<file path="src/rtl/reg_write_buffer.sv">
// Purpose: in-order writeback FIFO in front of the register file write port, with read-address snoop forwarding.
// Latency: an accept at edge N drives regwrite during N..N+1 (empty buffer, no stall); bypass is combinational from the last edge.
// Backpressure: in_ready = !full, so a pop does not reopen the input until the next cycle; drain_stall holds the head in place.
// Build option: define REG_WRITE_BUFFER_BYPASS_EN to build the bypass comparators; otherwise byp_* outputs are tied to 0.
module reg_write_buffer #(
    parameter int DEPTH = 4,
    parameter int XLEN  = 64
) (
    input  logic                     clock,
    input  logic                     reset,
    input  logic                     in_valid,
    output logic                     in_ready,
    input  logic [4:0]               in_reg,
    input  logic [XLEN-1:0]          in_data,
    input  logic                     drain_stall,
    output logic                     regwrite,
    output logic [4:0]               write_reg,
    output logic [XLEN-1:0]          write_data,
    input  logic [4:0]               read_reg1,
    input  logic [4:0]               read_reg2,
    output logic                     byp_hit1,
    output logic                     byp_hit2,
    output logic [XLEN-1:0]          byp_data1,
    output logic [XLEN-1:0]          byp_data2,
    output logic [$clog2(DEPTH):0]   count,
    output logic                     empty
);

    localparam int PW = $clog2(DEPTH);
    localparam int CW = PW + 1;

    logic [4:0]      ent_reg  [DEPTH];
    logic [XLEN-1:0] ent_data [DEPTH];
    logic [PW-1:0]   head;
    logic [PW-1:0]   tail;
    logic [CW-1:0]   cnt;
    logic            full;
    logic            push;
    logic            pop;

    assign full     = (cnt == CW'(DEPTH));
    assign empty    = (cnt == '0);
    assign count    = cnt;
    assign in_ready = !full;

    // x0 writes complete the handshake but are dropped rather than queued
    assign push       = in_valid && in_ready && (in_reg != 5'd0);
    assign regwrite   = !empty && !drain_stall;
    assign pop        = regwrite;
    assign write_reg  = empty ? 5'd0 : ent_reg[head];
    assign write_data = empty ? '0   : ent_data[head];

    // Entry storage: contents are qualified by count, so no reset needed
    always_ff @(posedge clock) begin
        if (push) begin
            ent_reg[tail]  <= in_reg;
            ent_data[tail] <= in_data;
        end
    end

    // Pointer and occupancy update; reset discards every pending entry
    always_ff @(posedge clock or negedge reset) begin
        if (!reset) begin
            head <= '0;
            tail <= '0;
            cnt  <= '0;
        end else begin
            if (push) tail <= tail + 1'b1;
            if (pop)  head <= head + 1'b1;
            case ({push, pop})
                2'b10:   cnt <= cnt + 1'b1;
                2'b01:   cnt <= cnt - 1'b1;
                default: cnt <= cnt;
            endcase
        end
    end

`ifdef REG_WRITE_BUFFER_BYPASS_EN
    logic [PW-1:0] idx;

    // Scan oldest to youngest so the last match (nearest the tail) wins
    always_comb begin
        idx       = '0;
        byp_hit1  = 1'b0;
        byp_hit2  = 1'b0;
        byp_data1 = '0;
        byp_data2 = '0;
        for (int i = 0; i < DEPTH; i++) begin
            idx = head + PW'(i);
            if (CW'(i) < cnt) begin
                if ((read_reg1 != 5'd0) && (ent_reg[idx] == read_reg1)) begin
                    byp_hit1  = 1'b1;
                    byp_data1 = ent_data[idx];
                end
                if ((read_reg2 != 5'd0) && (ent_reg[idx] == read_reg2)) begin
                    byp_hit2  = 1'b1;
                    byp_data2 = ent_data[idx];
                end
            end
        end
    end
`else
    // Without forwarding, readers must wait for empty before reading
    logic unused_read_addrs;
    assign unused_read_addrs = ^{read_reg1, read_reg2};
    assign byp_hit1  = 1'b0;
    assign byp_hit2  = 1'b0;
    assign byp_data1 = '0;
    assign byp_data2 = '0;
`endif

endmodule

</file>
<file path="config.mk">
export PLATFORM = sky130hd
export DESIGN_NAME = reg_write_buffer
export DESIGN_NICKNAME = d
export VERILOG_FILES = /design/src/rtl/reg_write_buffer.sv
export SDC_FILE = /design/constraint.sdc
export NUM_CORES = 1
export LEC_CHECK = 0
export ABC_AREA = 1
export BUFFER_PORTS_ARGS = -buffer_cell sky130_fd_sc_hd__buf_4
export CORE_ASPECT_RATIO = 1.2
export CORE_MARGIN = 2
export CORE_UTILIZATION = 25
export CTS_CLUSTER_SIZE = 24
export DETAILED_ROUTE_END_ITERATION = 8
export HOLD_SLACK_MARGIN = 0.05
export MAX_ROUTING_LAYER = met4
export PLACE_DENSITY = 0.43
export SETUP_SLACK_MARGIN = 0.5
export SKIP_LAST_GASP = 1
export SLEW_MARGIN = 20
export SYNTH_ARGS = -nofsm -noshare
export SYNTH_HDL_FRONTEND = slang
export SYNTH_SLANG_ARGS = --single-unit
</file>
<file path="constraint.sdc">
create_clock -name clock -period 5.1 [get_ports clock]
set_clock_uncertainty 0.2 [all_clocks]
set_input_delay 0.51 -clock clock [delete_from_list [all_inputs] [get_ports clock]]
set_output_delay 0.51 -clock clock [all_outputs]
set_load 0.1 [all_outputs]
</file>
== Yosys cells after proc, flatten, opt, wreduce, memory -nomap -nowiden ==
Memory sizes are Yosys's and may differ from the RTL's.
Cells that the tools add are included.
Word-level totals
  register bits: 7
  RAM bits: 276
  bits in latches: 0
  ROM bits: 0
  input bits: 83
  word-level logic and storage cells: 26
  memories: 2
Cells by class
  order comparisons: 0
  add/subtract/negate cells: 4
  equal/unequal tests: 3
  div/mod/pow operators: 0
  $mul: 0
  reduce and logical (&&, ||, !) cells: 9
  muxes and demuxes: 5
  bitwise logic cells: 0
  shift-type cells: 0
Memory list
  ent_data: depth 4, width 64, rd ports 1, clocked after memory_dff 0, write ports 1, RTL line 33  | logic [XLEN-1:0] ent_data [DEPTH];
  ent_reg: depth 4, width 5, rd ports 1, clocked after memory_dff 0, write ports 1, RTL line 32  | logic [4:0] ent_reg [DEPTH];
Operators by type and width (number)
  64-bit two-way mux: 1
  3-bit one-hot mux with 2 select lines: 1
  5-bit two-way mux: 1
  5-bit nonzero test: 1
  2-bit by 1-bit adder with 2-bit output (second input constant): 2
  3-bit by 1-bit adder with 3-bit output (second input constant): 1
  3-bit equality test (second input constant): 1
  1-bit logical AND: 3
  1-bit zero test: 3
  3-bit zero test: 1
  3-bit by 1-bit subtractor with 3-bit output (second input constant): 1
  2-bit by 1-bit equality test with 1-bit output (second input constant): 1
  2-bit equality test (second input constant): 1
  1-bit two-way mux: 2
  2-bit nonzero test: 1

== Depth between registers and ports, before layout ==
  depth after elaboration: 6
  mapped depth: 11

== Worst setup path before layout ==
OpenSTA, ideal clock, no wires.
  path kind: reg2reg
  from: reg cnt[0], in the netlist count[0]
  to: mem ent_data[0][0], enable pin
  period minus slack after synthesis: 5.139 ns
  library setup time: 0.497 ns
  arrival: 4.442 ns
  cell stages (with the launch flop): 5
  path buffers: 0
  path slack: -0.039 ns
  required time: 4.403 ns
  path through: dfrtp_1 nor2_1 a21oi_1 nand2_1 nor2_1
Between the ends
  word-level cells in the longest chain between the ends: 6
Ends and longest elaborated chain
  start, declared: RTL line 36  | logic [CW-1:0] cnt;
  start signal, assigned: RTL line 71  | 2'b10: cnt <= cnt + 1'b1;
  start signal, assigned: RTL line 72  | 2'b01: cnt <= cnt - 1'b1;
  start signal, assigned: RTL line 73  | default: cnt <= cnt;
  3-bit equality test: RTL line 41  | assign full = (cnt == CW'(DEPTH));
  1-bit zero test: RTL line 44  | assign in_ready = !full;
  1-bit logical AND (2 in series): RTL line 47  | assign push = in_valid && in_ready && (in_reg != 5'd0);
  1-bit two-way mux: RTL line 55  | if (push) begin
  1-bit two-way mux (not written as such): RTL line 57  | ent_data[tail] <= in_data;
  end, declared: RTL line 33
No other way between the ends.

== Final worst setup path ==
  from: reg head[0]
  to: out write_data[24]
Between the ends
  word-level cells in the longest chain between the ends: 2
Ends and longest elaborated chain
  start, declared: RTL line 34  | logic [PW-1:0] head;
  start signal, assigned: RTL line 69  | if (pop) head <= head + 1'b1;
  memory read 4 x 64 bit
  64-bit two-way mux: RTL line 51  | assign write_data = empty ? '0 : ent_data[head];
  end, declared: RTL line 18  | output logic [XLEN-1:0] write_data,
No other way between the ends.

==> impl_metrics.prom <==
# TYPE chip_impl_metric gauge
chip_impl_info{name="status",value="finished clean"} 1
chip_impl_info{name="ys.flop_type",value="sky130_fd_sc_hd__edfxtp_1"} 1
chip_impl_metric{name="flip_flop_count_of_the_largest_register_all_copies_and_words_added",unit=""} 256
chip_impl_metric{name="max_cap_viol_count",unit=""} 0
chip_impl_metric{name="fin_hold_ws",unit="ns"} 0.09959
chip_impl_metric{name="numClockSinks",unit=""} 283
chip_impl_metric{name="cts_bufs_inserted",unit=""} 34
chip_impl_metric{name="syn_avg_cell_area",unit="um^2"} 11.52
chip_impl_info{name="crit_path_end_kind",value="output pin"} 1
chip_impl_metric{name="htree_num_levels",unit=""} 2
chip_impl_metric{name="io_pins",unit=""} 288
chip_impl_info{name="final_cell_mix",value="288 x sky130_fd_sc_hd__nand2_1, 276 x sky130_fd_sc_hd__edfxtp_1, 157 x sky130_fd_sc_hd__buf_4, 141 x sky130_fd_sc_hd__nor2_1, 130 x sky130_fd_sc_hd__conb_1"} 1
chip_impl_metric{name="met1_usage",unit="%"} 13.77
chip_impl_metric{name="viasPerCell",unit=""} 3.981
chip_impl_metric{name="io_buffers",unit=""} 147
chip_impl_metric{name="synthArstFlopShare",unit="%"} 2.473
chip_impl_info{name="crit_path_cell_trace",value="inv_4 > buf_12 > nand2_1 > nand2_1 > nand2_1 > a21oi_1 > buf_4"} 1
chip_impl_info{name="root_buffer",value="sky130_fd_sc_hd__clkbuf_16"} 1
chip_impl_metric{name="synthToLayoutAreaGrowth",unit="%"} 23.91
chip_impl_metric{name="first_pass_iters",unit=""} 4
chip_impl_metric{name="place_congestion",unit=""} 0.6897
chip_impl_metric{name="report.final.slew_viol_count",unit=""} 0
chip_impl_info{name="crit_family",value="buffers and inverters"} 1
chip_impl_metric{name="die_h",unit="um"} 247.4
chip_impl_metric{name="sequential_cell_area",unit="mm^2"} 0.008467
chip_impl_info{name="critical_path.most_common_cell",value="sky130_fd_sc_hd__nand2_1"} 1
chip_impl_info{name="crit_path_start_kind",value="register"} 1
chip_impl_metric{name="number_of_warnings_printed_during_yosys_synthesis",unit=""} 0
chip_impl_metric{name="first_global_vias",unit=""} 7493
chip_impl_metric{name="synth.lib_cells_used.distinct",unit=""} 21
chip_impl_metric{name="detail-route-antenna-nets",unit=""} 0
chip_impl_metric{name="final_hold_viol_count",unit=""} 0
chip_impl_metric{name="die_w",unit="um"} 206.9
chip_impl_metric{name="max_freq",unit="MHz"} 278.7
chip_impl_metric{name="final.period_utilization",unit="%"} 70.35
chip_impl_metric{name="gr-usage-met3",unit="%"} 2.521
chip_impl_metric{name="initial_antenna_violation_count",unit=""} 1
chip_impl_metric{name="nFillCells",unit=""} 4946
chip_impl_metric{name="grt_pass1_wl",unit="mm"} 42.50
chip_impl_info{name="layout.cells.most_common",value="sky130_fd_sc_hd__nand2_1"} 1
chip_impl_info{name="grt_busiest_layer",value="met2"} 1
chip_impl_metric{name="timing_worst_slew_pin_value",unit="ns"} 0.9852
chip_impl_metric{name="die_area",unit="mm^2"} 0.05118
chip_impl_metric{name="route.vias.total",unit=""} 7732
chip_impl_metric{name="worstPathBufferInverterCount",unit=""} 3
chip_impl_metric{name="finalWorstPathRequiredPeriod",unit="ns"} 3.588
chip_impl_metric{name="final.setup.worst_slack",unit="ns"} 1.512
chip_impl_info{name="min_path_type",value="in2reg"} 1
chip_impl_metric{name="floorplan.rows",unit=""} 89
chip_impl_metric{name="multi_input_area",unit="mm^2"} 0.002988
chip_impl_metric{name="initial_core_util",unit="%"} 25.20
chip_impl_metric{name="cells_after_synthesis",unit=""} 1072
chip_impl_metric{name="drc",unit=""} 0
chip_impl_metric{name="cts.path.max_buffers",unit=""} 3
chip_impl_metric{name="drt_wl_total",unit="mm"} 28.13
chip_impl_metric{name="slowest_delay",unit="ns"} 0.53
chip_impl_metric{name="synth-edff-count",unit=""} 276
chip_impl_metric{name="dpl.hpwl",unit="mm"} 15.30
chip_impl_metric{name="drive_gt1_share",unit="%"} 16.49
chip_impl_metric{name="clock_latency_of_the_later_clocked_register_in_the_worst_skew_pair",unit="ns"} 0.52
chip_impl_info{name="timing_worst_setup_path_type",value="reg2out"} 1
chip_impl_metric{name="globalRoute.totalOverflow",unit=""} 0
chip_impl_metric{name="clk_transition_reported_paths",unit="ns"} 0.06
chip_impl_metric{name="routed_wire_length_per_instance",unit="um"} 14.49
chip_impl_info{name="grt_setup_unrepaired",value="false"} 1
chip_impl_metric{name="preCtsSetupSlack",unit="ns"} 2.025
chip_impl_metric{name="count_of_state_elements_after_synthesis",unit=""} 283
chip_impl_metric{name="critical_path_arrival",unit="ns"} 2.88
chip_impl_metric{name="globalRouteTotalUtil",unit="%"} 11.33
chip_impl_metric{name="max-slew-margin-rel",unit="%"} 34.32
chip_impl_metric{name="crit_path_max_fanout",unit=""} 74
chip_impl_metric{name="critical_path_required",unit="ns"} 4.39
chip_impl_info{name="cts_tree",value="yes"} 1
chip_impl_metric{name="dpl-instance-area",unit="mm^2"} 0.01356
chip_impl_metric{name="cts_repair_resize_count",unit=""} 0
chip_impl_info{name="slowest_stage",value="sky130_fd_sc_hd__inv_4"} 1
chip_impl_metric{name="drtIter0Drc",unit=""} 309
chip_impl_metric{name="core_region_area",unit="mm^2"} 0.04900
chip_impl_metric{name="setup_viol",unit=""} 0
chip_impl_metric{name="syn_area",unit="mm^2"} 0.01235
chip_impl_metric{name="grt_max_degree",unit=""} 77
chip_impl_metric{name="finalInstanceArea",unit="mm^2"} 0.01530
chip_impl_metric{name="groute.layer.met2.usage",unit="%"} 18.53
chip_impl_metric{name="nets",unit=""} 1373
chip_impl_metric{name="synth_seq_area_share",unit="%"} 68.55
routing by layer:
metal,up-vias,wire length (um)
met5,-,0
met4,0,588
met3,36,1543
met2,251,13580
met1,3677,12420
li1,3768,-
per-stage QoR:
step                util, %  cells  setup TNS (ns)
global placement      27.68   1815               0
finish                31.22   1942               0
CTS                   31.22   1941               0
detailed placement    27.68   1815               0
global route          31.22   1942               0
floorplan                 -   1201          -10.70
worst register-to-register path, cell delays in order, from the launching register on:
cell                      delay, ns
sky130_fd_sc_hd__dfrtp_1       0.41
sky130_fd_sc_hd__nor2_1        0.09
sky130_fd_sc_hd__a21oi_1       0.28
sky130_fd_sc_hd__nand2_1       0.37
sky130_fd_sc_hd__nor2_4        0.67
sky130_fd_sc_hd__buf_12        0.41
cells by family (layout without fill, tap and decap cells):
logic type                 after synthesis  after routing  synth area share, %
buffers and inverters                  200            303                11.41
adders and majority gates                6              6               0.6689
DFF                                    283            283                68.55
AOI/OAI and AO/OA                      141            141                5.716
xor gates and xnor gates                 3              3               0.2129
other                                    1            131              0.03038
and+or+nand+nor                        438            438                13.41
synth_stat cells, types with 3 or more instances:
| cell | count | area [um^2] |
|---|---|---|
| sky130_fd_sc_hd__nor2_1 | 145 | 544.3 |
| sky130_fd_sc_hd__o21ai_0 | 56 | 280.3 |
| sky130_fd_sc_hd__inv_1 | 15 | 56.30 |
| sky130_fd_sc_hd__clkbuf_1 | 6 | 22.52 |
| sky130_fd_sc_hd__buf_6 | 15 | 168.9 |
| sky130_fd_sc_hd__edfxtp_1 | 276 | 8288 |
| sky130_fd_sc_hd__nand3_1 | 3 | 15.01 |
| sky130_fd_sc_hd__ha_1 | 5 | 62.56 |
| sky130_fd_sc_hd__dfrtp_1 | 7 | 175.2 |
| sky130_fd_sc_hd__o21ai_1 | 15 | 75.07 |
| sky130_fd_sc_hd__nand2_1 | 288 | 1081 |
| sky130_fd_sc_hd__a21oi_1 | 70 | 350.3 |
| sky130_fd_sc_hd__buf_2 | 26 | 130.1 |
| sky130_fd_sc_hd__buf_4 | 136 | 1021 |
cell type report:
cell class,count,share of cell area [%]
Clock buffer,39,5.824
Clock inverter,17,0.9324
Antenna cell,1,0.01636
Tap cell,637,5.210
Inverter,17,0.4580
Timing Repair Buffer,230,12.68
Multi-Input combinational cell,718,19.53
Sequential cell,283,55.35
worst paths after layout:
| check | startpoint | to | slack, ns | cells past startpoint |
|---|---|---|---|---|
| min in group asynchronous | reset | head[1] | 0.14 | 2 |
| max in group asynchronous | reset | head[0] | 4.42 | 2 |
| setup reg to reg | count[0] | ent_data[2][23] | 2.22 | 5 |
| setup / recovery | head[0] | write_data[24] | 1.51 | 7 |
| hold / removal | drain_stall | head[0] | 0.1 | 4 |
| hold reg to reg | tail[1] | tail[1] | 0.33 | 2 |
what timing repair did:
action | 4_1_cts | 5_1_grt
hold buffers | 70 | 0
buffers inserted | 0 | 0
endpoints found under the hold margin | 283 | 0
Power is left out: the tool's default activity adds up to more than one toggle a clock period on the data nets, which glitch-free logic cannot reach.
